### src/rtl/mux_4_1_rr_arbiter.sv
// rtl/mux_4_1_rr_arbiter.sv - round-robin burst arbiter sharing one channel across four requesters

module mux_4_1 #(
    parameter int WIDTH = 8
) (
    input  logic [WIDTH-1:0] d0,
    input  logic [WIDTH-1:0] d1,
    input  logic [WIDTH-1:0] d2,
    input  logic [WIDTH-1:0] d3,
    input  logic [1:0]       sel,
    output logic [WIDTH-1:0] y
);
    always_comb begin
        case (sel)
            2'd0:    y = d0;
            2'd1:    y = d1;
            2'd2:    y = d2;
            default: y = d3;
        endcase
    end
endmodule

module mux_4_1_rr_arbiter #(
    parameter int WIDTH     = 8,
    parameter int MAX_BURST = 4
) (
    input  logic             clk,
    input  logic             rst_b,
    input  logic [3:0]       req,
    input  logic [WIDTH-1:0] d0,
    input  logic [WIDTH-1:0] d1,
    input  logic [WIDTH-1:0] d2,
    input  logic [WIDTH-1:0] d3,
    input  logic             out_ready,
    output logic             out_valid,
    output logic [WIDTH-1:0] out_data,
    output logic [3:0]       ack,
    output logic [3:0]       grant,
    output logic [1:0]       sel,
    output logic             busy
);
    localparam logic [0:0] ST_IDLE  = 1'b0;
    localparam logic [0:0] ST_GRANT = 1'b1;
    localparam logic [3:0] BURST_LIM = 4'(MAX_BURST);

    logic [0:0] state;
    logic [1:0] last;
    logic [3:0] cnt;
    logic [3:0] cnt_inc;
    logic [1:0] pick;
    logic       found;
    logic       xfer;
    logic       release_now;

    // First requester in rotating order last+1 .. last+4 (last itself comes last).
    always_comb begin
        pick  = last;
        found = 1'b0;
        for (int k = 1; k <= 4; k++) begin
            if (!found && req[last + 2'(k)]) begin
                pick  = last + 2'(k);
                found = 1'b1;
            end
        end
    end

    assign busy        = (state == ST_GRANT);
    assign out_valid   = busy & req[sel];
    assign xfer        = out_valid & out_ready;
    assign ack         = xfer ? (4'b0001 << sel) : 4'b0000;
    assign cnt_inc     = (cnt == 4'hF) ? cnt : cnt + 4'd1;
    assign release_now = !req[sel] || (xfer && (cnt_inc == BURST_LIM));

    always_ff @(posedge clk or negedge rst_b) begin
        if (!rst_b) begin
            state <= ST_IDLE;
            last  <= 2'd3;
            sel   <= 2'd0;
            grant <= 4'b0000;
            cnt   <= 4'd0;
        end else if (state == ST_IDLE) begin
            if (found) begin
                state <= ST_GRANT;
                sel   <= pick;
                grant <= 4'b0001 << pick;
                cnt   <= 4'd0;
            end
        end else if (release_now) begin
            state <= ST_IDLE;
            last  <= sel;
            grant <= 4'b0000;
            cnt   <= 4'd0;
        end else if (xfer) begin
            cnt <= cnt_inc;
        end
    end

    mux_4_1 #(.WIDTH(WIDTH)) u_mux (
        .d0  (d0),
        .d1  (d1),
        .d2  (d2),
        .d3  (d3),
        .sel (sel),
        .y   (out_data)
    );
endmodule

### config.mk
export PLATFORM = sky130hd
export DESIGN_NAME = mux_4_1_rr_arbiter
export DESIGN_NICKNAME = d
export VERILOG_FILES = /design/src/rtl/mux_4_1_rr_arbiter.sv
export SDC_FILE = /design/constraint.sdc
export NUM_CORES = 1
export LEC_CHECK = 0
export BUFFER_PORTS_ARGS = -buffer_cell sky130_fd_sc_hd__buf_2
export CELL_PAD_IN_SITES_DETAIL_PLACEMENT = 1
export CELL_PAD_IN_SITES_GLOBAL_PLACEMENT = 1
export CORE_MARGIN = 5
export CORE_UTILIZATION = 34
export CTS_CLUSTER_SIZE = 16
export DETAILED_ROUTE_END_ITERATION = 12
export GPL_ROUTABILITY_DRIVEN = 0
export GPL_TIMING_DRIVEN = 0
export PLACE_DENSITY_LB_ADDON = 0.1
export REMOVE_ABC_BUFFERS = 1
export SLEW_MARGIN = 30
export SYNTH_ARGS = -nofsm -noshare
export SYNTH_HDL_FRONTEND = slang
export SYNTH_SLANG_ARGS = --single-unit
export TNS_END_PERCENT = 5
### constraint.sdc
create_clock -name clk -period 3.1 [get_ports clk]
set_clock_uncertainty 0.15 [all_clocks]
set_input_delay 0.62 -clock clk [delete_from_list [all_inputs] [get_ports clk]]
set_output_delay 0.62 -clock clk [all_outputs]
set_load 0.01 [all_outputs]
== Yosys cells after proc, flatten, opt, wreduce, memory -nomap -nowiden ==
Index checks and enable logic that the tools add are counted.

* Register bits: 13
* Input port bits: 39
* Output and inout bits: 20
* Word-level logic and storage cells: 71

* $add $sub $neg: 4
* Order comparisons: 5
* Equality and inequality tests: 6
* Shifts and indexed selects: 2
* Multiplexer cells: 31
* Bitwise gates (word level): 3
* Reduce and logical (&&, ||, !) cells: 15

{| class="wikitable"
|+ Operators with widths
! cell !! number
|-
| 2-to-1 mux 4 bit || 9
|-
| one-hot mux 8 bit (3 select lines) || 1
|-
| less-than comparator 2 x 3 -> 1 bit (second input constant) || 5
|-
| 2-to-1 mux 1 bit || 12
|-
| binary-select mux 1 bit (select 2 bit) || 5
|-
| 2-to-1 mux 2 bit || 4
|-
| AND reduction 2 bit || 4
|-
| << shifter 1 x 2 -> 4 bit (first input constant) || 2
|-
| adder 2 bit (second input constant) || 2
|-
| adder 4 x 1 -> 4 bit (second input constant) || 1
|-
| equality test 4 x 3 -> 1 bit (second input constant) || 1
|-
| equality test 4 bit (second input constant) || 1
|-
| logical AND 1 bit || 4
|-
| zero test 1 bit || 4
|-
| != test 3 x 1 -> 1 bit (second input constant) || 1
|-
| adder 2 x 1 -> 2 bit (second input constant) || 1
|-
| AND 1 bit || 2
|-
| equality test 2 x 1 -> 1 bit (second input constant) || 1
|-
| equality test 2 bit (second input constant) || 1
|-
| zero test 2 bit || 1
|-
| != test 2 x 1 -> 1 bit (second input constant) || 1
|-
| nonzero test 2 bit || 1
|-
| logical OR 1 bit || 1
|-
| NOT 1 bit || 1
|}

== Logic depth before layout (Yosys ltp) ==
* Word-level depth: 16
* Gate-level depth with buffers: 5
* Mapped depth without buffers: 5

== Hierarchy ==
A second synthesis with hierarchy kept.

* Cells, all modules: 97
* Area, all modules: 1042.2 um^2

{| class="wikitable"
|+ By module, submodules not included
! module !! times used !! cells an instance !! area each (um^2) !! seq. area each (um^2)
|-
| mux_4_1_rr_arbiter || 1 || 87 || 845.8 || 327.8
|-
| mux_4_1 || 1 || 10 || 196.4 || 0.0
|}

== Worst setup path before layout ==
No wires, ideal clock.

* Path kind: reg-to-output
* From: reg sel[0]
* To: out out_data[2]
* Arrival time: 1.355 ns
* Data required time: 2.330 ns
* Path slack: 0.975 ns
* Stages on the path, launching flop included: 4
* Buffers on the path: 2
* Cells stage by stage: dfrtp_1 -> buf_2 -> buf_2 -> mux4_2

* Word-level cells in the longest chain between the ends: 2
* Elaborated cells between the ends (all ways): 4
* Classes of those cells: eq/ne: 2; mux: 1; reduce/logical: 1

{| class="wikitable"
|+ Ends and longest elaborated chain
! what !! line !! RTL
|-
| start: declaration || 39 || <nowiki>output logic [1:0] sel,</nowiki>
|-
| start signal: assignment || 84 || <nowiki>sel <= pick;</nowiki>
|-
| equality test 2 bit (tied with other cells) || 14 || <nowiki>case (sel)</nowiki>
|-
| one-hot mux 8 bit (3 select lines) (*) || 14 ||
|-
| end: declaration || 36 || <nowiki>output logic [WIDTH-1:0] out_data,</nowiki>
|}

Mark *: on every way between the ends. The rest lies on a longest branch, timed or not.

== Final worst setup path ==
* From: reg sel[1]
* To: out out_valid

* Word-level cells in the longest chain between the ends: 3

{| class="wikitable"
|+ Ends and longest elaborated chain
! what !! line !! RTL
|-
| binary-select mux 1 bit (select 2 bit) || 68 || <nowiki>assign out_valid = busy & req[sel];</nowiki>
|-
| 2-to-1 mux 1 bit (not written as such) || 68 ||
|-
| AND 1 bit || 68 ||
|-
| end: declaration || 35 || <nowiki>output logic out_valid,</nowiki>
|}

Every way passes these cells. The select of a mux whose other input is x is not followed.

==> reports/qor.yml <==
synthesis:
  synth_top_cell_by_area: "dfrtp_1"
  synth.area.top_cells: "dfrtp_1 (27%), mux4_2 (17%), dfstp_2 (5.1%)"
  synth_area_um2: 1030
  yosysUniqueCellTypes: 40
  syn_inst: 94
  synth_top_area_share_pct: 26.7
  synthArstFlopShare_pct: 100
  ys_ff_latch: 13
  synth_edf_count: 0
  synthMostInstantiatedCell: "nand2_1"
  yosysSeqAreaShare_pct: 31.8
  synthFlopType: "dfrtp_1"
  yosysWarnings: 0
  synth_common_cells: "nand2_1 (12), dfrtp_1 (11), mux4_2 (8)"
  syn_area_per_cell_um2: 11.0
pwr:
  combinationalPowerShare_pct: 57.1
  pwr-share-clk_pct: 9.6
  seq_power_share_pct: 33.3
  vdd_drop_max_uv: 361
  p_leak_nw: 0.699
  p_sw_share_pct: 42.8
  power.density_nw_per_um2: 794
  p_int_mw: 0.621
  switchingPower_mw: 0.465
clock_tree:
  cts_made_buffers: 3
  htree_levels: 1
  cts_tree: "done"
  clock-sinks: 13
  post_cts_resized: 0
  ctsLongestPathBuffers: 2
  clock_latency_ns: 0.27
  post_cts_buffers: 0
  clkTransAtPathRegs_ns: 0.08
  holdBufCountCts: 0
  cts_root_buf: "clkbuf_4"
floorplan:
  die_area_um2: 4240
  die_h_um: 65.1
  initial_core_util_pct: 34.7
  core_um2: 2980
  rows: 20
  io-pin-count: 59
  die_w_um: 65.1
global_route:
  antenna_found_initial: 0
  grt_max_degree: 17
  grt_pass1_vias: 1079
  grt_pass1_wl_mm: 4.95
  grt.total_usage_pct: 14.9
  grt_overflow: 0
setup_path:
  critPathArrivalTime_ns: 1.98
  critical_path.max_stage_delay_ns: 0.73
  worstPathCellList: "mux4_2 > nand2_1 > inv_1 > buf_2"
  cp-start-kind: "flip-flop"
  crit_type: "flip-flop to output pin"
  crit_fanout: 15
  endpoint_kind: "output pin"
  worstSetupStartpoint: "sel[1]"
  slowest_stage: "dfrtp_1"
  required_ns: 2.33
  r2r-start: "sel[1]"
layout:
  final-seq-area_um2: 328
  layout-drive-gt1-share_pct: 52.3
  fillCellCount: 368
  antenna_cells: 0
  finalNetCount: 192
  multiInputGateArea_um2: 671
  final_util_pct: 45.9
  synthToLayoutAreaGrowth_pct: 32.5
detailed_routing:
  ant_nets: 0
  drtIter0Drc: 24
  drc: 0
  num_vias: 1003
  vias_per_cell: 5.45
  drt-total-wl_mm: 2.96
  dr.pass1.iters: 4
  avgRoutedWirePerCell_um: 16.1
timing:
  holdWs_ns: 0.0773
  slew_violations: 0
  slew_headroom_pct: 54.6
  setup_viol: 0
  rsz0062_at_grt: "no"
  period_share_pct: 88.8
  setup_slack_ns: 0.347
  tightest_slew_ns: 0.681
  fin_setup_tns_ns: 0
  fmax_ghz: 0.363
  hold_viol_final: 0
  fin_crit_ns: 2.75
job:
  drv_cap: 0
outcome:
  status: "finished clean"
placement:
  dp_hpwl_mm: 2.45
  port-buffer-count: 58
  pre_cts_slack_ns: 0.631
min_path:
  min_path_type: "primary input to asynchronous set/reset pin"
## cells in the final DEF (no fill, tap or decap), types with 3 or more instances in the layout
master	count
a21oi_1	6
buf_2	58
clkbuf_4	3
dfrtp_1	11
inv_1	3
mux4_2	8
nand2_1	12
nand3_1	3
nor2_1	6
## kinds of logic after synthesis
family                     after synthesis  synth area share, %
AOI/OAI and AO/OA                       23                 17.9
buffers and inverters                    8                 3.27
muxes                                   13                 25.0
xor gates and xnor gates                 1                0.849
adders and majority gates                1                 1.21
and+or+nand+nor                         35                 20.0
DFF                                     13                 31.8
## metal layers
layer  routed length [µm]  part of all wire (%)  global-route usage (%)  vias to the layer above
met5                    0                     0                       0                        -
met4                    0                     0                    1.55                        0
met3                  100                   3.4                    3.25                        0
met2                 1720                    58                    28.7                       17
met1                 1140                    38                    17.4                      504
li1                     -                     -                       -                      482
## path summary, 6_finish.rpt
check                       endpoint  slack [ns]  cells past startpoint
hold / removal              grant[1]        0.08                      1
setup reg to reg             last[0]        0.86                      3
setup / recovery           out_valid        0.35                      4
hold reg to reg             grant[2]        0.38                      2
min in group clk            grant[2]        0.38                      2
max in group asynchronous    last[0]        2.44                      1
## sequential cells by signal, indices dropped and copies added, names as in the netlist
| register | flops |
|---|---|
| cnt | 4 |
| grant | 4 |
| last | 2 |
| sel | 2 |
| busy | 1 |
## critical path, delay by kind of cell, from the launching register on
family,cells,cell delay (ns)
flops,1,0.73
buf+inv,2,0.18
mux,1,0.65
simple gates,1,0.15
## power by group through the flow
stage	Clock, mW	Combinational [mW]	Sequential, mW
after global placement	0	0.615	0.367
after global routing	0.120	0.677	0.388
after floorplan	0	0.423	0.353
after CTS	0.110	0.632	0.368
final	0.105	0.620	0.361
after detailed placement	0	0.628	0.372
## through the flow
step	power (mW)	area, µm²	std cells
after floorplan	0.777	1010	89
after global placement	0.982	1340	180
after detailed placement	1.00	1340	180
after CTS	1.11	1370	184
after global routing	1.18	1370	184
final	1.09	1370	184
## cell type report
type                       count  share of cell area, %
timing repair buffer          58                   21.2
inverter                       3                  0.823
clock buffer                   4                   1.92
multi-input combinational     73                   49.0
sequential                    13                   24.0
tap                           33                   3.02
Note: power is estimated with default switching activity, not from simulation.
